### config.mk
export PLATFORM = sky130hd
export DESIGN_NAME = hash_msg_padder_flat
export DESIGN_NICKNAME = d
export VERILOG_FILES = /design/src/rtl/hash_pkg.sv /design/src/rtl/hash_msg_padder_if.sv /design/src/rtl/hash_word_fifo.sv /design/src/rtl/hash_msg_padder.sv /design/src/flat_wrapper.sv
export SDC_FILE = /design/constraint.sdc
export NUM_CORES = 1
export LEC_CHECK = 0
export ABC_AREA = 1
export CAP_MARGIN = 0
export CORE_ASPECT_RATIO = 0.5
export CORE_MARGIN = 1
export CORE_UTILIZATION = 40
export CTS_CLUSTER_DIAMETER = 30
export DETAILED_ROUTE_END_ITERATION = 8
export PLACE_DENSITY = 0.57
export SLEW_MARGIN = 25
export SYNTH_ARGS = -nofsm -noshare
export SYNTH_HDL_FRONTEND = slang
export SYNTH_SLANG_ARGS = --single-unit
### constraint.sdc
create_clock -name clk -period 8.1 [get_ports clk]
set_input_delay 1.62 -clock clk [delete_from_list [all_inputs] [get_ports clk]]
set_output_delay 1.62 -clock clk [all_outputs]
set_load 0.03 [all_outputs]
### src/rtl/hash_pkg.sv
// Shared types and helpers for the message padding stage of the hash processor.
// Word kinds classify each generated word so the memory merge can be applied one cycle late.
package hash_pkg;

    localparam logic [7:0]  PAD_BYTE    = 8'h80;
    localparam int unsigned BLOCK_WORDS = 16;
    localparam int unsigned FIFO_W      = 32 + 4 + 1;

    typedef enum logic [2:0] {
        MSG,
        PARTIAL,
        PAD80,
        ZERO,
        LEN_HI,
        LEN_LO
    } word_kind_e;

    typedef enum logic [1:0] {
        IDLE,
        RUN,
        FLUSH
    } pad_state_e;

    typedef struct packed {
        logic [31:0] data;
        logic [3:0]  index;
        logic        last_block;
    } pad_word_t;

    function automatic logic [31:0] byte_swap(input logic [31:0] x);
        return {x[7:0], x[15:8], x[23:16], x[31:24]};
    endfunction

    // Keep the r valid message bytes of the final partial word and place the pad byte after them.
    function automatic logic [31:0] merge_partial(input logic [31:0] sw, input logic [1:0] r);
        logic [31:0] res;
        case (r)
            2'd1:    res = (sw & 32'hFF00_0000) | {8'h00, PAD_BYTE, 16'h0000};
            2'd2:    res = (sw & 32'hFFFF_0000) | {16'h0000, PAD_BYTE, 8'h00};
            2'd3:    res = (sw & 32'hFFFF_FF00) | {24'h00_0000, PAD_BYTE};
            default: res = {PAD_BYTE, 24'h00_0000};
        endcase
        return res;
    endfunction

endpackage

### src/rtl/hash_msg_padder_if.sv
// Memory read port and padded-word stream of the message padder.
// master = padder side, slave = memory / round-engine side.
interface hash_msg_padder_if #(
    parameter int unsigned ADDR_W = 16
) ();

    logic              mem_re;
    logic [ADDR_W-1:0] mem_addr;
    logic [31:0]       mem_read_data;

    logic              w_valid;
    logic              w_ready;
    logic [31:0]       w_data;
    logic [3:0]        w_index;
    logic              w_last_block;

    modport master (
        output mem_re, mem_addr, w_valid, w_data, w_index, w_last_block,
        input  mem_read_data, w_ready
    );

    modport slave (
        input  mem_re, mem_addr, w_valid, w_data, w_index, w_last_block,
        output mem_read_data, w_ready
    );

endinterface

### src/rtl/hash_word_fifo.sv
// Two-entry word FIFO between the padder issue stage and the round engine.
// Simultaneous push and pop on a full FIFO keeps occupancy unchanged.
module hash_word_fifo #(
    parameter int unsigned WIDTH = 37
) (
    input  logic             clk,
    input  logic             reset_n,
    input  logic             push_i,
    input  logic [WIDTH-1:0] push_data_i,
    input  logic             pop_i,
    output logic [WIDTH-1:0] head_o,
    output logic             valid_o,
    output logic [1:0]       count_o
);

    logic [WIDTH-1:0] mem_q [2];
    logic             wr_ptr_q;
    logic             rd_ptr_q;
    logic [1:0]       count_q;
    logic [1:0]       count_d;
    logic             do_pop;

    assign do_pop = pop_i && (count_q != 2'd0);

    always_comb begin
        count_d = count_q;
        case ({push_i, do_pop})
            2'b10:   count_d = count_q + 2'd1;
            2'b01:   count_d = count_q - 2'd1;
            default: count_d = count_q;
        endcase
    end

    always_ff @(posedge clk) begin
        if (!reset_n) begin
            mem_q[0] <= '0;
            mem_q[1] <= '0;
            wr_ptr_q <= 1'b0;
            rd_ptr_q <= 1'b0;
            count_q  <= '0;
        end else begin
            if (push_i) begin
                mem_q[wr_ptr_q] <= push_data_i;
                wr_ptr_q        <= ~wr_ptr_q;
            end
            if (do_pop) begin
                rd_ptr_q <= ~rd_ptr_q;
            end
            count_q <= count_d;
        end
    end

    assign head_o  = mem_q[rd_ptr_q];
    assign valid_o = (count_q != 2'd0);
    assign count_o = count_q;

endmodule

### src/rtl/hash_msg_padder.sv
// Message fetch and padding stage: reads byte-swapped message words, appends 0x80, zero fill
// and the 64-bit bit length, and streams 16-word blocks to the round engine.
module hash_msg_padder
    import hash_pkg::*;
#(
    parameter int unsigned ADDR_W = 16
) (
    input  logic                clk,
    input  logic                reset_n,
    input  logic                start,
    input  logic [31:0]         message_addr,
    input  logic [31:0]         size,
    output logic                busy,
    output logic                done,
    hash_msg_padder_if.master   bus
);

    pad_state_e        state_q, state_d;

    logic [ADDR_W-1:0] base_q;
    logic [31:0]       size_q;
    logic [30:0]       nwords_q;
    logic [30:0]       k_q;
    logic              acc_last_q;

    logic              pend_valid_q;
    word_kind_e        pend_kind_q;
    logic [31:0]       pend_data_q;
    logic [3:0]        pend_index_q;
    logic              pend_last_q;

    logic [32:0]       size_plus8;
    logic [26:0]       nblk;
    logic [30:0]       q_words;
    word_kind_e        kind;
    logic [31:0]       const_data;
    logic              issue;
    logic              pop;
    logic              final_accept;
    logic [2:0]        inflight_sum;
    logic [2:0]        inflight_cap;

    pad_word_t         push_word;
    pad_word_t         head_word;
    logic [FIFO_W-1:0] fifo_head;
    logic              fifo_valid;
    logic [1:0]        fifo_count;

    logic              unused_addr_bits;
    assign unused_addr_bits = ^message_addr[31:ADDR_W];

    assign size_plus8 = {1'b0, size} + 33'd8;
    assign nblk       = size_plus8[32:6] + 27'd1;
    assign q_words    = {1'b0, size_q[31:2]};

    always_comb begin
        kind = ZERO;
        if (k_q == nwords_q - 31'd1) begin
            kind = LEN_LO;
        end else if (k_q == nwords_q - 31'd2) begin
            kind = LEN_HI;
        end else if (k_q < q_words) begin
            kind = MSG;
        end else if (k_q == q_words) begin
            kind = (size_q[1:0] == 2'd0) ? PAD80 : PARTIAL;
        end
    end

    always_comb begin
        case (kind)
            PAD80:   const_data = {PAD_BYTE, 24'h00_0000};
            LEN_HI:  const_data = {29'd0, size_q[31:29]};
            LEN_LO:  const_data = {size_q[28:0], 3'b000};
            default: const_data = '0;
        endcase
    end

    assign head_word = pad_word_t'(fifo_head);
    assign pop       = fifo_valid && bus.w_ready;
    assign final_accept = pop && head_word.last_block && (head_word.index == 4'hF);

    // A pop this cycle frees a slot, so issue keeps one word per cycle under sustained ready.
    assign inflight_sum = {1'b0, fifo_count} + {2'b00, pend_valid_q};
    assign inflight_cap = 3'd2 + {2'b00, pop};

    always_ff @(posedge clk) begin
        if (!reset_n) begin
            state_q <= IDLE;
        end else begin
            state_q <= state_d;
        end
    end

    always_comb begin
        state_d = state_q;
        case (state_q)
            IDLE:    if (start) state_d = RUN;
            RUN:     if (issue && (k_q == nwords_q - 31'd1)) state_d = FLUSH;
            FLUSH:   if (acc_last_q && !fifo_valid) state_d = IDLE;
            default: state_d = IDLE;
        endcase
    end

    always_comb begin
        busy        = (state_q != IDLE);
        done        = (state_q == FLUSH) && acc_last_q && !fifo_valid;
        issue       = (state_q == RUN) && (inflight_sum < inflight_cap);
        bus.mem_re  = issue && ((kind == MSG) || (kind == PARTIAL));
    end

    assign bus.mem_addr = base_q + k_q[ADDR_W-1:0];

    always_ff @(posedge clk) begin
        if (!reset_n) begin
            base_q       <= '0;
            size_q       <= '0;
            nwords_q     <= '0;
            k_q          <= '0;
            acc_last_q   <= 1'b0;
            pend_valid_q <= 1'b0;
            pend_kind_q  <= ZERO;
            pend_data_q  <= '0;
            pend_index_q <= '0;
            pend_last_q  <= 1'b0;
        end else begin
            if ((state_q == IDLE) && start) begin
                base_q   <= message_addr[ADDR_W-1:0];
                size_q   <= size;
                nwords_q <= {nblk, 4'b0000};
                k_q      <= '0;
            end else if (issue) begin
                k_q <= k_q + 31'd1;
            end

            if (state_q == IDLE) begin
                acc_last_q <= 1'b0;
            end else if (final_accept) begin
                acc_last_q <= 1'b1;
            end

            pend_valid_q <= issue;
            if (issue) begin
                pend_kind_q  <= kind;
                pend_data_q  <= const_data;
                pend_index_q <= k_q[3:0];
                pend_last_q  <= (k_q >= nwords_q - 31'd16);
            end
        end
    end

    always_comb begin
        push_word.index      = pend_index_q;
        push_word.last_block = pend_last_q;
        case (pend_kind_q)
            MSG:     push_word.data = byte_swap(bus.mem_read_data);
            PARTIAL: push_word.data = merge_partial(byte_swap(bus.mem_read_data), size_q[1:0]);
            default: push_word.data = pend_data_q;
        endcase
    end

    hash_word_fifo #(
        .WIDTH (FIFO_W)
    ) u_fifo (
        .clk         (clk),
        .reset_n     (reset_n),
        .push_i      (pend_valid_q),
        .push_data_i (push_word),
        .pop_i       (pop),
        .head_o      (fifo_head),
        .valid_o     (fifo_valid),
        .count_o     (fifo_count)
    );

    assign bus.w_valid      = fifo_valid;
    assign bus.w_data       = head_word.data;
    assign bus.w_index      = head_word.index;
    assign bus.w_last_block = head_word.last_block;

endmodule

### src/flat_wrapper.sv
// flat-port wrapper written by rule: the top's interface ports become plain ports
module hash_msg_padder_flat import hash_pkg::*;
#(
    parameter int unsigned ADDR_W = 16
)
  (clk, reset_n, start, message_addr, size, busy, done, bus_mem_re, bus_mem_addr, bus_w_valid, bus_w_data, bus_w_index, bus_w_last_block, bus_mem_read_data, bus_w_ready);
  hash_msg_padder_if #(.ADDR_W(ADDR_W)) bus_i ();
  input  logic clk;
  input  logic reset_n;
  input  logic start;
  input  logic [31:0] message_addr;
  input  logic [31:0] size;
  output logic busy;
  output logic done;
  output wire logic [$bits(bus_i.mem_re)-1:0] bus_mem_re;
  output wire logic [$bits(bus_i.mem_addr)-1:0] bus_mem_addr;
  output wire logic [$bits(bus_i.w_valid)-1:0] bus_w_valid;
  output wire logic [$bits(bus_i.w_data)-1:0] bus_w_data;
  output wire logic [$bits(bus_i.w_index)-1:0] bus_w_index;
  output wire logic [$bits(bus_i.w_last_block)-1:0] bus_w_last_block;
  input wire logic [$bits(bus_i.mem_read_data)-1:0] bus_mem_read_data;
  input wire logic [$bits(bus_i.w_ready)-1:0] bus_w_ready;
  assign bus_mem_re = bus_i.mem_re;
  assign bus_mem_addr = bus_i.mem_addr;
  assign bus_w_valid = bus_i.w_valid;
  assign bus_w_data = bus_i.w_data;
  assign bus_w_index = bus_i.w_index;
  assign bus_w_last_block = bus_i.w_last_block;
  assign bus_i.mem_read_data = bus_mem_read_data;
  assign bus_i.w_ready = bus_w_ready;
  hash_msg_padder #(.ADDR_W(ADDR_W)) u_core (.clk(clk), .reset_n(reset_n), .start(start), .message_addr(message_addr), .size(size), .busy(busy), .done(done), .bus(bus_i));
endmodule
==> results.cfg, run 1 <==
[critical_path]
crit_path_end_kind = primary output
critical_path_class = flop to primary output
path_max_fanout = 4
arrival_ps = 5000
r2r_slack_ps = 3820
crit_start = u_core.nwords_q[4]
r2r_start = u_core.nwords_q[4]
cp.required_ps = 6480
startpoint_type = flop

[logic_synthesis]
ys_types = 53
synthXorXnorAreaFrac_pct = 3.50
syn_area_um2 = 13500
synth-adder-area-share_pct = 7.56
ys.flop_type = dfxtp_1
yosysSeqAreaShare_pct = 39.4
synth-compound-area-share_pct = 12.4
synth_edf_count = 74
yosysWarnings = 0
synthCells = 1781
ys_ff_latch = 229
synth-simple-area-share_pct = 26.8
synth_top_family_by_area = simple AND/OR/NAND/NOR gates
synth_area_per_cell_um2 = 7.58
ys_async_sr_fraction_pct = 0
synthMuxAreaShare_pct = 2.99
synth.net_count = 1962

[place]
gp_congestion = 0.944
place_area_um2 = 15400
place_ws_ps = 2100
hpwlAfterDp_um = 30600
numPortBuffers = 140

[run]
cap_viol_max_count = 0

[clock_tree]
cts_max_path_buffers = 3
cts_resized = 0
clk_pin_slew_ps = 60
htree_levels = 2
hold_buffers = 0
postCtsSetupRepairBufs = 0
clock_latency_ps = 540
root_buffer = clkbuf_16
clock_sinks = 229
cts_buffers = 38
cts_tree = built

[timing]
final.setup.tns_ps = 0
finalCritPeriodShare_pct = 81.8
slew_viol_final = 0
max_freq_ghz = 0.151
hold_violations = 0
rsz0062_at_grt = no
worst_slew_pin_slew_ps = 965
fin_skew_ps = 16.5
setup_viol = 0
period_minus_slack_ps = 6620
final.setup.worst_slack_ps = 1480
holdWs_ps = 462
relSlewSlack_pct = 35.4

[drt]
wl_met3_um = 2800
drt-pass1-iter-count = 7
drt-initial-drc-count = 911
ant_nets = 0
vias_per_cell = 5.12
drcViolationCount = 0
wl_met2_um = 16700
maxUsedRoutingLayer = met4
wire_per_inst_um = 17.2
vias = 12300
wl_met1_um = 21100
routed_wl_um = 41300

[die]
core-area_um2 = 33200
die_w_um = 262
fp-row-count = 47
initial_utilization_pct = 40.7
die_h_um = 132
io_pins = 157
dieArea_um2 = 34600

[finish]
fin_nets = 2104
area_growth_pct = 23.9
final_area_um2 = 16700
diodes = 0
drive_gt1_share_pct = 9.11

[grt]
grt_pass1_wl_um = 63600
grt_antenna_before_repair = 0
gr-total-overflow = 0
track_usage_pct = 23.8
grt_max_degree = 63
first_global_vias = 11300

[power]
p_per_area_nw_per_um2 = 214
p_leak_uw = 0.00695
max-vdd-ir-drop_v = 0.000138

[status]
status = finished clean

[worst_hold_path]
min_path_type = flop to flop
worstHoldStart = u_core.size_q[7]
==> synth_stat cells, types with 4 or more instances <==
master      n  share of area [%]
inv_2       8               0.22
xnor2_1     9               0.58
nand3b_1    5               0.28
nor2_4      7               0.58
o21ai_1    11               0.41
a22o_1     24                1.6
o22ai_1    28                1.3
mux2_2     35                2.9
nand4_1    32                1.5
a21boi_0    7               0.39
nand3_1    81                3.0
nor2_1    199                5.5
dfxtp_1   155                 23
a21oi_1   118                4.4
edfxtp_1   74                 16
nor3_2      4               0.30
xor2_1     45                2.9
inv_1     202                5.6
nor4_1     10               0.46
clkbuf_1   40                1.1
nor3b_1     6               0.33
nand2_1   412                 11
nor2_2     15               0.69
ha_1       80                7.4
clkinv_1    4               0.11
o21ai_0    83                3.1
buf_1       7               0.19
nand3_2     5               0.37
nor3_1     26               0.96
nand2_2    15               0.69
==> metrics by stage <==
step           std cells  total power (µW)  util (%)
2_1_floorplan       1781              1650         -
3_3_place_gp        2324              1860      46.3
3_5_place_dp        2324              1870      46.3
4_1_cts             2394              3610      50.4
5_1_grt             2394              3730      50.5
6_report            2394              3580      50.5
==> flip-flops by register name, summed over array words and instances, names as in the netlist, named ones only <==
name	cells
u_core.pend_valid_q	1
u_core.pend_index_q	4
u_core.state_q	2
u_core.pend_kind_q	3
u_core.pend_last_q	1
u_core.k_q	31
u_core.u_fifo.rd_ptr_q	1
u_core.acc_last_q	1
u_core.size_q	32
u_core.base_q	16
u_core.pend_data_q	32
u_core.u_fifo.wr_ptr_q	1
u_core.nwords_q	27
u_core.u_fifo.mem_q	74
u_core.u_fifo.count_o	2
==> placed cells by master (no fill, tap or decap), drive strengths merged, types with 3 or more instances in the layout <==
master / instances
o22ai: 28
a21oi: 118
a21boi: 8
clkinv: 15
nor4: 10
nor2: 222
nand4: 32
xor2: 45
bufinv: 7
clkbuf: 45
nor3b: 6
dfxtp: 155
a211oi: 3
o21ai: 97
nand3b: 5
a22o: 24
buf: 11
xnor2: 9
edfxtp: 74
a31oi: 3
clkdlybuf4s50: 140
nand3: 87
inv: 216
ha: 80
mux2: 35
nand2: 428
nor3: 31
==> worst paths after layout <==
check	endpoint	cells past startpoint
setup / recovery	bus_mem_re	22
hold / removal	u_core.pend_data_q[10]	2
setup reg to reg	u_core.pend_data_q[28]	21
hold reg to reg	u_core.pend_data_q[10]	2
==> layer usage <==
metal,vias up,global-route usage [%]
met5,-,0
met4,0,5.20
met3,57,3.81
met2,315,33.3
met1,5650,37.7
li1,6228,-
==> power breakdown <==
group	total (µW)	switching [µW]	internal [µW]
combinational	574	359	215
sequential	1270	34.8	1240
clock	1740	602	1130
total	3580	995	2590
==> critical path: stages, from the launching register on <==
cell and delay, ps:
dfxtp_1 290, inv_1 110, ha_1 220, nand3_1 120
inv_1 80, nand2_1 70, nor2_1 170, nand2_1 160
nor3_2 180, nand3_1 160, nor2_2 220, nand3_1 120
xor2_1 160, ha_1 340, nand2_1 70, nor2_1 100
nand4_1 160, nor2_1 190, nand4_1 330, nand2_1 180
nor2_1 60, a21oi_1 280, clkdlybuf4s50_1 730
==> logic make-up after synthesis <==
family,count (synthesis)
DFF,229
and+or+nand+nor,824
xor gates and xnor gates,54
buffers and inverters,264
adders and majority gates,81
muxes,36
AOI/OAI and AO/OA,293
==> final cells by class <==
cell class	instances	area (µm²)
tap	441	552
multi-input combinational	1288	7200
clock buffer	45	1020
clock inverter	25	348
timing repair buffer	151	1480
inverter	215	808
sequential	229	5330
fill	3360	16400
(Power assumes the default switching activity.)
==> run 2: changes to the inputs <==
PLACE_DENSITY = 0.6   (was 0.57)
clock period = 5.65 ns   (was 8.1 ns; I/O delays follow)
==> run 2 against run 1 <==
Compared with the run above: via count down 0.53%; largest cell class unchanged; highest routed layer unchanged; global-route usage down 0.77 points; combinational power up 45%; critical endpoint unchanged; cell count up 0.21%; die area unchanged; utilization down 0.23 points; sequential share of layout area up 0.15 points; worst setup slack worse by 1100 ps.
==> results.cfg, run 2 (synthesized netlist as in run 1, its figures left out) <==
[timing]
max_freq_ghz = 0.188
final.setup.worst_slack_ps = 327
period_minus_slack_ps = 5320
fin_skew_ps = 28.3
relSlewSlack_pct = 39.8
hold_violations = 0
finalCritPeriodShare_pct = 94.2
final.setup.tns_ps = 0
worst_slew_pin_slew_ps = 894
rsz0062_at_grt = no
setup_viol = 0
slew_viol_final = 0

[finish]
diodes = 0
final_common_cell = nand2_1
drive_gt1_share_pct = 9.50
largest_reg_flops = 74
final_cell_mix = 412 x nand2_1, 202 x inv_1, 196 x nor2_1, 155 x dfxtp_1, 139 x clkdlybuf4s50_1
largest-register = u_core.u_fifo.mem_q
area_growth_pct = 23.3
fillers = 3271
fin_nets = 2111
layout.cells.non_filler = 2399
reg_top3 = u_core.u_fifo.mem_q (74), u_core.pend_data_q (32), u_core.size_q (32)

[grt]
grt_max_degree = 63
grt_antenna_before_repair = 0
track_usage_pct = 23.1
gr-total-overflow = 0
first_global_vias = 11000
grt_pass1_wl_um = 61200

[critical_path]
cp.required_ps = 4520
cpPeakStageDelay_ps = 340
crit_path_end_kind = primary output
r2r_slack_ps = 1520
cp_top_family = simple AND/OR/NAND/NOR gates
path_common_cell = nand2_1
r2r_end = u_core.pend_data_q[8]
path_cells = inv_1 -> ha_1 -> nand3_1 -> inv_1 -> nand2_1 -> nor2_1 -> nand2_1 -> nor3_4 -> nand3_2 -> nor2_4 -> nand3_1 -> xor2_1 -> ha_1 -> nand2_1 -> nor2_1 -> nand4_1 -> nor2_2 -> nand4_1 -> nand2_1 -> nor2_1 -> a21oi_2 -> buf_2
path_max_fanout = 4
startpoint_type = flop
arrival_ps = 4190
crit_start = u_core.nwords_q[4]
cp_slowest_cell = ha_1
critical_path_class = flop to primary output
rr_worst_depth = 23
r2r_start = u_core.nwords_q[4]
crit_buf_inv = 3

[clock_tree]
htree_levels = 2
cts_max_path_buffers = 3
root_buffer = clkbuf_16
cts_buffers = 36
clock_sinks = 229
clk_pin_slew_ps = 50
cts_tree = built
clock_latency_ps = 530

[place]
gp_congestion = 0.937
dp.cells = 2329
numPortBuffers = 140
hpwlAfterDp_um = 30500
place_ws_ps = 86.3

[power]
p_per_area_nw_per_um2 = 291
max-vdd-ir-drop_v = 0.000186
p_leak_uw = 0.00691

[worst_hold_path]
min_path_type = flop to flop
worstHoldStart = u_core.u_fifo.rd_ptr_q
holdPathStages = 1

[die]
die_h_um = 132
core-area_um2 = 33200
fp-row-count = 47
initial_utilization_pct = 40.7
die_w_um = 262
dieArea_um2 = 34600
io_pins = 157

[drt]
drt-pass1-iter-count = 7
ant_nets = 0
drcViolationCount = 0
drt-initial-drc-count = 882
routed_wl_um = 40400
vias_per_cell = 5.08
wire_per_inst_um = 16.8
vias = 12200

[run]
cap_viol_max_count = 0

[status]
status = finished clean
==> run 2: cell count changes in the layout (fill, tap and decap cells not counted), sizes merged <==
cell	change
bufinv	-5
clkinvlp	+2
clkbuf	+1
buf	+10
clkdlybuf4s50	-1
inv	-2
==> run 2: repair_timing <==
item                       in CTS  in global routing
gates resized for setup         3                  7
cloned                          0                  0
hold endpoints to repair        0                  0
hold buffers                    0                  0
setup endpoints to repair       1                  1
setup buffers                   1                  3
pin swaps                       1                  1
==> run 2: how the worst max path moves through the flow <==
stage,slack (ps),to,cells past startpoint
after floorplan,1240,bus_mem_re,21
after global placement,210,bus_mem_re,22
after detailed placement,90,bus_mem_re,22
after CTS,6,bus_mem_re,22
after global routing,30,bus_mem_re,22
final,330,bus_mem_re,22
==> run 2: layout make-up <==
| cell class | instances | area [µm²] | share of cell area, % |
|---|---|---|---|
| Tap cell | 441 | 552 | 3.31 |
| Clock inverter | 20 | 206 | 1.24 |
| Timing Repair Buffer | 160 | 1550 | 9.28 |
| Sequential cell | 229 | 5330 | 32.0 |
| Inverter | 215 | 808 | 4.85 |
| Multi-Input combinational cell | 1288 | 7210 | 43.3 |
| Clock buffer | 46 | 1010 | 6.05 |
==> run 2: where the power goes <==
group	switching (µW)	leakage [µW]	internal, µW
sequential	50.4	0.00203	1770
combinational	516	0.00429	313
clock	830	0.000587	1370
==> run 2: layer usage <==
layer  track usage [%]  vias up  part of all wire (%)
met2              33.2      317                    42
met1              35.7     5586                    50
li1                  -     6237                     -
met4              4.43        0                   1.5
met5                 0        -                     0
met3              3.96       45                   6.7
==> run 2: per-stage QoR <==
stage	utilization (%)	area (µm²)	hold slack, ps	power [µW]
after floorplan	-	13500	426	2370
after global placement	46.4	15400	436	2670
after detailed placement	46.4	15400	438	2680
after CTS	50.1	16600	454	4880
after global routing	50.2	16700	477	5060
final	50.2	16700	458	4850
